$ cat src/rtl/rtc_bus_scheduler.sv
// rtc_bus_scheduler: sequencer/arbiter for the multiplexed AD RTC bus.
// Latches one-cycle requests, picks one by fixed priority and plays its
// fixed list of register accesses, each split into 8 bus phases of
// T_PHASE clocks. Read bytes are returned with a one-cycle rd_valid pulse.
// Optional feature macro: RTC_AUTO_READ_EN (periodic automatic read-all).
module rtc_bus_scheduler #(
    parameter int T_PHASE     = 10,
    parameter int AUTO_PERIOD = 2000000
) (
    input  logic       clk,
    input  logic       rst,
    input  logic       req_init,
    input  logic       req_stop_ring,
    input  logic       req_timer,
    input  logic       req_hora,
    input  logic       req_fecha,
    input  logic       req_read,
    output logic [3:0] wr_sel,
    input  logic [7:0] wr_data,
    input  logic [7:0] ad_in,
    output logic [7:0] ad_out,
    output logic       ad_oe,
    output logic       a_d,
    output logic       cs,
    output logic       rd,
    output logic       wr,
    output logic [7:0] rd_data,
    output logic [3:0] rd_idx,
    output logic       rd_valid,
    output logic       busy,
    output logic       ready
);

    localparam int            CW      = (T_PHASE > 1) ? $clog2(T_PHASE) : 1;
    localparam logic [CW-1:0] CNT_MAX = CW'(T_PHASE - 1);

    typedef enum logic [1:0] {ST_IDLE, ST_ACCESS, ST_DONE} state_e;
    typedef enum logic [2:0] {
        PH_A_SET, PH_A_STB, PH_A_HLD, PH_GAP1,
        PH_D_SET, PH_D_STB, PH_D_HLD, PH_GAP2
    } phase_e;
    typedef enum logic [2:0] {SQ_INIT, SQ_STOP, SQ_TIMER, SQ_HORA, SQ_FECHA, SQ_READ} seq_e;

    typedef struct packed {
        logic [7:0] addr;
        logic [7:0] data;     // constant write data when use_sel=0
        logic [3:0] sel;      // wr_sel for writes, rd_idx for reads
        logic       use_sel;  // write data comes from wr_data
        logic       is_read;
        logic       last;
    } step_t;

    // Sequence tables: one entry per register access.
    function automatic step_t step_info(input seq_e seq, input logic [3:0] step);
        step_t s;
        s = '0;
        case (seq)
            SQ_INIT: begin
                case (step)
                    4'd0:    begin s.addr = 8'h02; s.data = 8'h10; end
                    4'd1:    begin s.addr = 8'h02; s.data = 8'h00; end
                    4'd2:    begin s.addr = 8'h00; s.data = 8'h00; end
                    default: begin s.addr = 8'h01; s.data = 8'hD0; s.last = 1'b1; end
                endcase
            end
            SQ_STOP: begin
                s.addr = 8'h00; s.data = 8'h00; s.last = 1'b1;
            end
            SQ_TIMER: begin
                case (step)
                    4'd0:    begin s.addr = 8'h41; s.sel = 4'd2; s.use_sel = 1'b1; end
                    4'd1:    begin s.addr = 8'h42; s.sel = 4'd1; s.use_sel = 1'b1; end
                    4'd2:    begin s.addr = 8'h43; s.sel = 4'd0; s.use_sel = 1'b1; end
                    default: begin s.addr = 8'hF2; s.data = 8'hF2; s.last = 1'b1; end
                endcase
            end
            SQ_HORA: begin
                case (step)
                    4'd0:    begin s.addr = 8'h21; s.sel = 4'd8; s.use_sel = 1'b1; end
                    4'd1:    begin s.addr = 8'h22; s.sel = 4'd7; s.use_sel = 1'b1; end
                    4'd2:    begin s.addr = 8'h23; s.sel = 4'd6; s.use_sel = 1'b1; end
                    default: begin s.addr = 8'hF1; s.data = 8'hF1; s.last = 1'b1; end
                endcase
            end
            SQ_FECHA: begin
                case (step)
                    4'd0:    begin s.addr = 8'h24; s.sel = 4'd5; s.use_sel = 1'b1; end
                    4'd1:    begin s.addr = 8'h25; s.sel = 4'd4; s.use_sel = 1'b1; end
                    4'd2:    begin s.addr = 8'h26; s.sel = 4'd3; s.use_sel = 1'b1; end
                    default: begin s.addr = 8'hF1; s.data = 8'hF1; s.last = 1'b1; end
                endcase
            end
            default: begin  // SQ_READ: latch command, then nine register reads
                s.is_read = 1'b1;
                case (step)
                    4'd0:    begin s.addr = 8'hF0; s.data = 8'hF0; s.is_read = 1'b0; end
                    4'd1:    begin s.addr = 8'h21; s.sel = 4'd8; end
                    4'd2:    begin s.addr = 8'h22; s.sel = 4'd7; end
                    4'd3:    begin s.addr = 8'h23; s.sel = 4'd6; end
                    4'd4:    begin s.addr = 8'h24; s.sel = 4'd5; end
                    4'd5:    begin s.addr = 8'h25; s.sel = 4'd4; end
                    4'd6:    begin s.addr = 8'h26; s.sel = 4'd3; end
                    4'd7:    begin s.addr = 8'h41; s.sel = 4'd2; end
                    4'd8:    begin s.addr = 8'h42; s.sel = 4'd1; end
                    default: begin s.addr = 8'h43; s.sel = 4'd0; s.last = 1'b1; end
                endcase
            end
        endcase
        return s;
    endfunction

    state_e        state_q, state_d;
    phase_e        phase_q, phase_d;
    seq_e          seq_q, seq_d, gnt_seq;
    logic [CW-1:0] cnt_q, cnt_d;
    logic [3:0]    step_q, step_d;
    logic [6:0]    pend_q, pend_d, req_vec;
    logic [7:0]    data_q, data_d;
    logic [7:0]    rd_data_q, rd_data_d;
    logic [3:0]    rd_idx_q, rd_idx_d;
    logic          rd_valid_q, rd_valid_d;
    logic [2:0]    gnt_idx;
    logic          auto_req;
    step_t         cur;

`ifdef RTC_AUTO_READ_EN
    localparam int AW = (AUTO_PERIOD > 1) ? $clog2(AUTO_PERIOD) : 1;
    logic [AW-1:0] auto_cnt_q, auto_cnt_d;

    // Free-running period counter; its wrap raises the automatic read.
    always_comb begin
        auto_req   = 1'b0;
        auto_cnt_d = auto_cnt_q + 1'b1;
        if (auto_cnt_q == AW'(AUTO_PERIOD - 1)) begin
            auto_cnt_d = '0;
            auto_req   = 1'b1;
        end
    end

    // Period counter register.
    always_ff @(posedge clk or negedge rst) begin
        if (!rst) auto_cnt_q <= '0;
        else      auto_cnt_q <= auto_cnt_d;
    end
`else
    logic unused_auto_period;
    assign auto_req           = 1'b0;
    assign unused_auto_period = (AUTO_PERIOD != 0);
`endif

    // Bit 0 is the highest priority; the auto read has its own pending bit
    // so it never merges with a pending req_read.
    assign req_vec = {auto_req, req_read, req_fecha, req_hora, req_timer, req_stop_ring, req_init};
    assign cur     = step_info(seq_q, step_q);

    // Fixed-priority pick among the pending requests.
    always_comb begin
        gnt_idx = 3'd0;
        for (int i = 6; i >= 0; i--) begin
            if (pend_q[i]) gnt_idx = 3'(i);
        end
        case (gnt_idx)
            3'd0:    gnt_seq = SQ_INIT;
            3'd1:    gnt_seq = SQ_STOP;
            3'd2:    gnt_seq = SQ_TIMER;
            3'd3:    gnt_seq = SQ_HORA;
            3'd4:    gnt_seq = SQ_FECHA;
            default: gnt_seq = SQ_READ;
        endcase
    end

    // Next state: grant from IDLE/DONE, phase/step walk during ACCESS.
    always_comb begin
        state_d    = state_q;
        phase_d    = phase_q;
        cnt_d      = cnt_q;
        step_d     = step_q;
        seq_d      = seq_q;
        data_d     = data_q;
        pend_d     = pend_q | req_vec;
        rd_data_d  = rd_data_q;
        rd_idx_d   = rd_idx_q;
        rd_valid_d = 1'b0;
        case (state_q)
            ST_IDLE, ST_DONE: begin
                state_d = ST_IDLE;
                if (|pend_q) begin
                    state_d = ST_ACCESS;
                    phase_d = PH_A_SET;
                    cnt_d   = '0;
                    step_d  = 4'd0;
                    seq_d   = gnt_seq;
                    // A same-cycle pulse for the granted request re-arms it.
                    pend_d[gnt_idx] = req_vec[gnt_idx];
                end
            end
            ST_ACCESS: begin
                if (cnt_q != CNT_MAX) begin
                    cnt_d = cnt_q + 1'b1;
                end else begin
                    cnt_d   = '0;
                    phase_d = phase_e'(phase_q + 3'd1);
                    if (phase_q == PH_GAP1)
                        data_d = cur.use_sel ? wr_data : cur.data;
                    if (phase_q == PH_D_STB && cur.is_read) begin
                        rd_data_d  = ad_in;
                        rd_idx_d   = cur.sel;
                        rd_valid_d = 1'b1;
                    end
                    if (phase_q == PH_GAP2) begin
                        phase_d = PH_A_SET;
                        if (cur.last) state_d = ST_DONE;
                        else          step_d  = step_q + 4'd1;
                    end
                end
            end
            default: state_d = ST_IDLE;
        endcase
    end

    // State, counters, pending bits and read return registers.
    always_ff @(posedge clk or negedge rst) begin
        if (!rst) begin
            state_q    <= ST_IDLE;
            phase_q    <= PH_A_SET;
            cnt_q      <= '0;
            step_q     <= 4'd0;
            seq_q      <= SQ_INIT;
            pend_q     <= '0;
            data_q     <= 8'h00;
            rd_data_q  <= 8'h00;
            rd_idx_q   <= 4'd0;
            rd_valid_q <= 1'b0;
        end else begin
            state_q    <= state_d;
            phase_q    <= phase_d;
            cnt_q      <= cnt_d;
            step_q     <= step_d;
            seq_q      <= seq_d;
            pend_q     <= pend_d;
            data_q     <= data_d;
            rd_data_q  <= rd_data_d;
            rd_idx_q   <= rd_idx_d;
            rd_valid_q <= rd_valid_d;
        end
    end

    assign rd_data  = rd_data_q;
    assign rd_idx   = rd_idx_q;
    assign rd_valid = rd_valid_q;

    // Bus pins decoded from registered phase; reset forces idle levels at once.
    always_comb begin
        a_d    = 1'b1;
        cs     = 1'b1;
        rd     = 1'b1;
        wr     = 1'b1;
        ad_oe  = 1'b0;
        ad_out = 8'h00;
        wr_sel = 4'd0;
        busy   = 1'b0;
        ready  = (state_q == ST_DONE);
        if (state_q == ST_ACCESS) begin
            busy   = 1'b1;
            wr_sel = cur.use_sel ? cur.sel : 4'd0;
            case (phase_q)
                PH_A_SET, PH_A_STB, PH_A_HLD: begin
                    cs     = 1'b0;
                    a_d    = 1'b0;
                    ad_oe  = 1'b1;
                    ad_out = cur.addr;
                    wr     = (phase_q != PH_A_STB);
                end
                PH_GAP1: a_d = 1'b0;
                PH_D_SET, PH_D_STB, PH_D_HLD: begin
                    cs     = 1'b0;
                    ad_oe  = !cur.is_read;
                    ad_out = cur.is_read ? 8'h00 : data_q;
                    if (phase_q == PH_D_STB) begin
                        rd = !cur.is_read;
                        wr = cur.is_read;
                    end
                end
                default: ;  // GAP2: all strobes high, bus released
            endcase
        end
    end

endmodule

$ cat config.mk
export PLATFORM = sky130hd
export DESIGN_NAME = rtc_bus_scheduler
export DESIGN_NICKNAME = d
export VERILOG_FILES = /design/src/rtl/rtc_bus_scheduler.sv
export SDC_FILE = /design/constraint.sdc
export NUM_CORES = 1
export LEC_CHECK = 0
export BUFFER_PORTS_ARGS = -buffer_cell sky130_fd_sc_hd__buf_2
export CAP_MARGIN = 5
export CORE_ASPECT_RATIO = 1.75
export CORE_MARGIN = 5
export CORE_UTILIZATION = 30
export CTS_CLUSTER_SIZE = 10
export DETAILED_ROUTE_END_ITERATION = 7
export PLACE_DENSITY_LB_ADDON = 0.05
export RECOVER_POWER = 50
export SLEW_MARGIN = 15
export SYNTH_ARGS = -nofsm -noshare
export SYNTH_HDL_FRONTEND = slang
export SYNTH_SLANG_ARGS = --single-unit
$ cat constraint.sdc
create_clock -name clk -period 2.9 [get_ports clk]
set_input_delay 0 -clock clk [delete_from_list [all_inputs] [get_ports clk]]
set_output_delay 0 -clock clk [all_outputs]
set_load 0.02 [all_outputs]
---- Word-level counts from Yosys, hierarchy flattened ----
Cells that the tools add are included.
storage, ports and cells
  register bits ........................... 44
  input bits .............................. 24
  output and inout port bits .............. 32
  word-level logic and storage cells ...... 149
operators by class
  $add $sub $neg .......................... 3
  $lt $le $gt $ge ......................... 2
  equal/unequal tests ..................... 32
  multiplexer cells ....................... 73
  bitwise logic cells ..................... 2
  reductions and logical operators ........ 27
operators by type and width
  cell                                                  count
  case mux 16 bit (5 select lines)                      1
  case mux 8 bit (3 select lines)                       3
  case mux 8 bit (9 select lines)                       1
  two-way mux 8 bit                                     6
  case mux 4 bit (8 select lines)                       1
  two-way mux 3 bit                                     10
  case mux 10 bit (3 select lines)                      1
  two-way mux 4 bit                                     7
  two-way mux 1 bit                                     21
  equality test 3 x 2 -> 1 bit (second input constant)  6
  equality test 3 bit (second input constant)           6
  equality test 4 x 3 -> 1 bit (second input constant)  4
  case mux 4 bit (2 select lines)                       2
  case mux 4 bit (4 select lines)                       1
  case mux 8 bit (2 select lines)                       1
  case mux 3 bit (5 select lines)                       1
  case mux 5 bit (3 select lines)                       1
  two-way mux 7 bit                                     2
  case mux 4 bit (3 select lines)                       1
  AND reduction 3 bit                                   4
  != test 2 bit (second input constant)                 5
  equality test 3 x 1 -> 1 bit (second input constant)  3
  zero test 3 bit                                       3
  case mux 3 bit (3 select lines)                       1
  other kinds (35)                                      47

---- Longest topological paths before layout ----
Gate-level depths: netlist (run 1).
  depth after elaboration ................. 14
  mapped depth ............................ 10
  depth with buffers taken out ............ 7

---- Worst setup path before layout (run 1) ----
Ideal clock, no wire load.
  path kind ............................... reg-to-output
  from .................................... reg step_q[0]
  to ...................................... out ad_out[6]
  arrival time ............................ 2,163 ps
  required time ........................... 2,900 ps
  path slack .............................. 737 ps
  cell stages (with the launch flop) ...... 9
  buffers on the path ..................... 1
  cell sequence ........................... dfrtp_1 -> inv_1 -> ha_1 -> buf_4 -> or3_1 -> nand2_1 -> nor2_1 -> a211o_1 -> a21oi_1
on the way
  word-level cells in the longest chain between the ends .. 6
  elaborated cells on any way between the ends .. 18
  those cells by class .................... eq/ne: 8; mux: 9; reduce/logical: 1
ends and longest elaborated chain
  element                                                                                   RTL line  text
  from (decl)                                                                               116       logic [3:0] step_q, step_d;
  from (signal assigned)                                                                    238       step_q <= step_d;
  parallel branches: the longest is 4 deep, another holds case mux 16 bit (5 select lines)  n/a
  case mux 8 bit (2 select lines) *                                                         266       case (phase_q)
  two-way mux 8 bit *                                                                       263       if (state_q == ST_ACCESS) begin
  to (decl)                                                                                 21        output logic [7:0] ad_out,
Every way passes the cells marked *.

---- Worst setup path in the final report (run 1) ----
Ends and elaborated chain as after synthesis.

==> flow_summary.ini, run 1 <==
[power_and_ir_drop]
p_per_area_nw_per_um2 = 789
ir_drop_v = 0.000282
p_leak_nw = 1.68

[detailed_routing]
vias = 2834
routedWlPerCell_microns = 16.6
vias_per_cell = 5.14
first_iter_violations = 122
drt_wl_total_microns = 9150
dr.pass1.iters = 4
ant_nets = 0
drc = 0

[global_routing]
grt_pass1_vias = 2805
antenna_found_initial = 0
grtUsageTotal_pct = 15.3
overflow = 0
grt_first_pass_wirelength_microns = 14700
grt_max_degree = 45

[worst_setup_path]
critPathArrivalTime_ps = 2670
criticalPathCategory = reg -> out
endpoint_kind = output pin
start_kind = flop
crit_fanout = 9
crit_path_top_delay_cell = or3_1
worst-path-buf-inv = 3
crit_required_ps = 2900
path_delay_family = simple AND/OR/NAND/NOR gates
max_stage_delay_ps = 470
crit_chain = inv_1 -> ha_2 -> buf_4 -> or3_1 -> nand2_1 -> nor2_1 -> a211o_1 -> a21oi_1 -> buf_2

[outcome]
status = complete, no violations

[sta]
worst_pin_slew_ps = 1170
setup_violations = 0
relSlewSlack_pct = 22.1
slew_violations = 0
finalCriticalPeriod_ps = 2670
fin_skew_ps = 4.25
rsz0062_at_grt = no
final-hold-violation-count = 0
finalCritPeriodShare_pct = 91.9
fmax_mhz = 375
tns_ps = 0

[finish]
drive_gt1_share_pct = 21.4
area_growth_pct = 25.1
final_net_count = 461
fillers = 1058
antenna_cells = 0
final_cell_area_sq_um = 3770

[yosys]
synthArstFlopShare_pct = 100
synth_flop_cell = dfrtp_1
synth_xor_area_share_pct = 0.581
syn-num-nets = 389
synthMuxAreaShare_pct = 6.10
synth-edff-count = 0
netlist_top_cells_count = dfrtp_1 (44), nor2_1 (41), nand2_1 (37)
synth_area_leaders = dfrtp_1 (37%), nor2_1 (5.1%), ha_1 (5.0%)
syn_area_sq_um = 3010
synth_compound_area_share_pct = 22.1
synth_most_common_cell = dfrtp_1
post-synth-top-area-cell = dfrtp_1
syn_inst = 353
synth_top_area_share_pct = 36.5
yosys.area_share.simple_pct = 24.0
synthAdderAreaFrac_pct = 4.98
ys_ff_latch = 44
avgSynthCellArea_sq_um = 8.54
yosysSeqAreaShare_pct = 36.5
ys_warn_count = 0
ys_types = 64
synth_top_family_by_area = simple AND/OR/NAND/NOR gates

[floorplanning]
die_height_microns = 143
coreArea_sq_um = 9850
rows = 48
die_x_microns = 85.8
die_area_sq_um = 12200
initial_core_util_pct = 30.6
pin_count = 56

[cts]
clk_pin_slew_ps = 60
root_buffer = clkbuf_16
htreeDepth = 2
cts_buffers = 5
cts_max_path_buffers = 2
cts_sinks = 44
clk_latency_ps = 290
cts_tree = built

[placed_design]
dp.final_hpwl_microns = 7000
numPortBuffers = 55
placedInstanceArea_sq_um = 3440
gp_congestion = 0.845

[hold_path]
holdCritPathClass = in -> reg

[run]
maxCapViolations = 0
-- cells in the final DEF, fill, tap and decap left out, types with 4 or more instances in the layout --
cell type and instances:
ha_1 10, nand2_1 37, a21oi_1 27, clkbuf_16 5, dlygate4sd3_1 19, buf_2 40, inv_1 12, a22oi_1 4
nand3_1 9, nor2_1 41, o21ai_0 24, a21o_1 6, or2_2 4, mux2_2 7, o31ai_1 5, dfrtp_1 44
nand2b_1 6, a31oi_1 8, buf_4 16, mux2_4 5, nor3_1 11, and2_1 4, clkbuf_1 14
-- power by group --
part | total (W) | internal (W) | switching (W)
clock | 0.000586 | 0.000340 | 0.000246
combinational | 0.00158 | 0.000578 | 0.00101
sequential | 0.000806 | 0.000713 | 0.0000932
-- metal layers --
metal / GRT usage (%) / share of wire [%]
met3: 2.49 / 4.3
met4: 7.01 / 3.6
met1: 16.5 / 38
met5: 0 / 0
met2: 28.6 / 54
-- path summary, 6_finish.rpt --
kind | from | to | slack [ps] | cells after the start
setup / recovery | step_q[0] | ad_out[6] | 230 | 9
hold / removal | wr_data[0] | data_q[0] | 140 | 4
setup reg to reg | step_q[0] | rd_data[1] | 460 | 6
hold reg to reg | data_q[3] | data_q[3] | 470 | 2
max in group asynchronous | rst | phase_q[0] | 1710 | 2
min in group asynchronous | rst | rd_data[4] | 480 | 2
-- layout make-up --
| type | count | area [sq um] | share of cell area (%) |
|---|---|---|---|
| Tap cell | 125 | 156 | 4.15 |
| Sequential cell | 44 | 1100 | 29.2 |
| Inverter | 13 | 48.8 | 1.29 |
| Clock buffer | 6 | 139 | 3.68 |
| Timing Repair Buffer | 90 | 568 | 15.1 |
| Clock inverter | 2 | 10.0 | 0.265 |
| Multi-Input combinational cell | 271 | 1750 | 46.4 |
-- metrics by stage --
stage               power, W  setup slack [ps]  hold slack [ps]  instances  util (%)
finish               0.00298               234              138        551      38.3
global route         0.00320              42.6              203        551      38.3
CTS                  0.00301               141              140        551      38.4
detailed placement   0.00239               348              202        524      35.0
global placement     0.00238               415              196        524      35.0
floorplan            0.00188               737             -296        353         -
-- timing repair --
item / 4_1_cts / 5_1_grt
hold endpoints to repair: 62 / 0
buffers inserted: 0 / 0
gates resized for setup: 0 / 2
setup endpoints to repair: 0 / 3
hold buffers: 19 / 0
-- sequential cells by signal (all words and copies together) (netlist names) --
name,flops
pend_q,7
cnt_q,4
rd_idx,4
state_q,2
data_q,8
seq_q,3
step_q,4
rd_data,8
rd_valid,1
phase_q,3
-- kinds of logic (layout without fill, tap and decap cells) --
kind of cell,count (synthesis),in the layout
buffers and inverters,38,111
XOR/XNOR,2,2
flip-flops,44,44
adder cells (fa/ha/maj),12,12
AND/OR/NAND/NOR,140,140
multiplexers,15,15
AO/OA/AOI/OAI,102,102
-- worst register-to-register path: cells and delay by family, from the launching register on --
family,cells,cell delay [ps]
adders and majority gates,1,270
buffers and inverters,1,120
DFF,1,410
muxes,1,410
and+or+nand+nor,3,1130
Note: power is estimated with default switching activity, not from simulation.
==> run 2: changes to the inputs <==
--- a/config.mk
+++ b/config.mk
@@ -5,9 +5,10 @@
 export SDC_FILE = /design/constraint.sdc
 export NUM_CORES = 1
 export LEC_CHECK = 0
+export ABC_CLOCK_PERIOD_IN_PS = 2900
 export BUFFER_PORTS_ARGS = -buffer_cell sky130_fd_sc_hd__buf_2
 export CAP_MARGIN = 5
-export CORE_ASPECT_RATIO = 1.75
+export CORE_ASPECT_RATIO = 1.25
 export CORE_MARGIN = 5
 export CORE_UTILIZATION = 30
 export CTS_CLUSTER_SIZE = 10
==> run 2 against run 1 <==
  * The flow now finishes with violations (capacitance limit, slew limit)
  * Critical path depth stayed put
  * Register-to-register slack worse by 140 ps
  * Cell area is 0.20% higher
  * Non-clock buffer count is 1 lower
  * Largest power group unchanged
  * Highest routed layer unchanged
==> flow_summary.ini, run 2 (same netlist as run 1, synthesis figures left out) <==
[outcome]
status = finished, violations left
violations = capacitance limit, slew limit

[finish]
final_cell_area_sq_um = 3780
multi_input_area_sq_um = 1740
layout_common_cells = dfrtp_1 (44), nor2_1 (41), buf_2 (40)
area_growth_pct = 25.4
regArea_sq_um = 1100
final_net_count = 460
fillers = 1029
drive_gt1_share_pct = 20.5
final_common_cell = dfrtp_1
antenna_cells = 0

[floorplanning]
pin_count = 56
die_area_sq_um = 12200
rows = 41
die_x_microns = 99.7
initial_core_util_pct = 30.3
coreArea_sq_um = 9950
die_height_microns = 122

[detailed_routing]
drc = 0
vias_per_cell = 5.15
drt_wl_total_microns = 8700
dr.pass1.iters = 5
ant_nets = 0
vias = 2855
first_iter_violations = 64
routedWlPerCell_microns = 15.7

[sta]
final-hold-violation-count = 0
finalCriticalPeriod_ps = 2740
worst_pin_slew_ps = 1710
relSlewSlack_pct = -13.8
fmax_mhz = 365
setup_ws_ps = 164
slew_violations = 30
finalCritPeriodShare_pct = 94.4
fin_skew_ps = 6.89
rsz0062_at_grt = no
tns_ps = 0
setup_violations = 0

[global_routing]
grt_pass1_vias = 2756
grt_first_pass_wirelength_microns = 14000
overflow = 0
grt_max_degree = 30
antenna_found_initial = 0
grtUsageTotal_pct = 14.4

[cts]
htreeDepth = 2
cts_sinks = 44
post_cts_resized = 0
clk_pin_slew_ps = 70
root_buffer = clkbuf_16
cts_max_path_buffers = 2
cts_tree = built
cts_buffers = 5
clk_latency_ps = 290

[placed_design]
dp.final_hpwl_microns = 6410
pre_cts_ws_ps = 301
numPortBuffers = 55
placedInstanceArea_sq_um = 3440
gp_congestion = 0.804

[run]
maxCapViolations = 1

[worst_setup_path]
cp-startpoint = step_q[0]
critPathArrivalTime_ps = 2740
crit_fanout = 7
crit-reg2reg-launch = step_q[0]
start_kind = flop
criticalPathCategory = reg -> out
endpoint = ad_out[6]
worst-r2r-cell-count = 8
endpoint_kind = output pin
r2r-end = step_q[0]
r2r_slack_ps = 320
crit_required_ps = 2900

[power_and_ir_drop]
p_per_area_nw_per_um2 = 797
p_leak_nw = 1.68
ir_drop_v = 0.000254
p_total_w = 0.00301

[hold_path]
holdCritPathClass = in -> reg
-- run 2: cell count changes in the layout (fill, tap and decap cells not counted), sizes merged --
| cell | previous run | this run |
|---|---|---|
| buf | 56 | 54 |
| bufinv | 0 | 1 |
| clkinv | 3 | 2 |
| clkinvlp | 0 | 1 |
-- run 2: critical path: stages (launching register included) --
cell	delay [ps]
dfrtp_1	420
inv_1	110
ha_1	290
buf_4	200
or3_1	480
nand2_1	240
nor2_1	70
a211o_1	310
a21oi_1	140
buf_2	180
-- run 2: timing repair --
action                                 in CTS  in global routing
hold buffers                               19                  0
setup buffers                               0                  0
endpoints found under the hold margin      46                  0
-- run 2: layer usage --
metal	share of wire (%)	track usage [%]
met5	0	0
met2	50	24.6
met3	4.1	2.29
met1	44	18.2
met4	2.2	5.72
-- run 2: area by class of cell --
cell class                 count  area share (%)
clock buffer                   5            3.31
clock inverter                 3            1.13
timing repair buffer          89            14.7
sequential                    44            29.1
tap                          129            4.27
multi-input combinational    271            46.1
inverter                      13            1.29
-- run 2: report_power, final --
part / switching [W] / leakage [nW] / internal, W
combinational: 0.000978 / 1.08 / 0.000575
clock: 0.000251 / 0.0798 / 0.000405
sequential: 0.0000900 / 0.523 / 0.000713
-- run 2: worst min path at each step --
stage                          start         to  slack, ps  cells after the start
after floorplan                  rst   cnt_q[0]       -300                      0
after global placement           rst   rd_valid        100                      1
after detailed placement         rst   rd_valid         90                      1
after CTS                 wr_data[1]  data_q[1]        130                      5
after global routing      wr_data[0]  data_q[0]        180                      4
final                     wr_data[1]  data_q[1]        140                      5
-- run 2: through the flow --
step / hold slack (ps) / utilization (%) / cells
global placement: 95.5 / 34.6 / 527
CTS: 131 / 38.2 / 554
global route: 179 / 38.0 / 554
finish: 142 / 38.0 / 554
detailed placement: 94.3 / 34.6 / 527
floorplan: -296 / - / 353
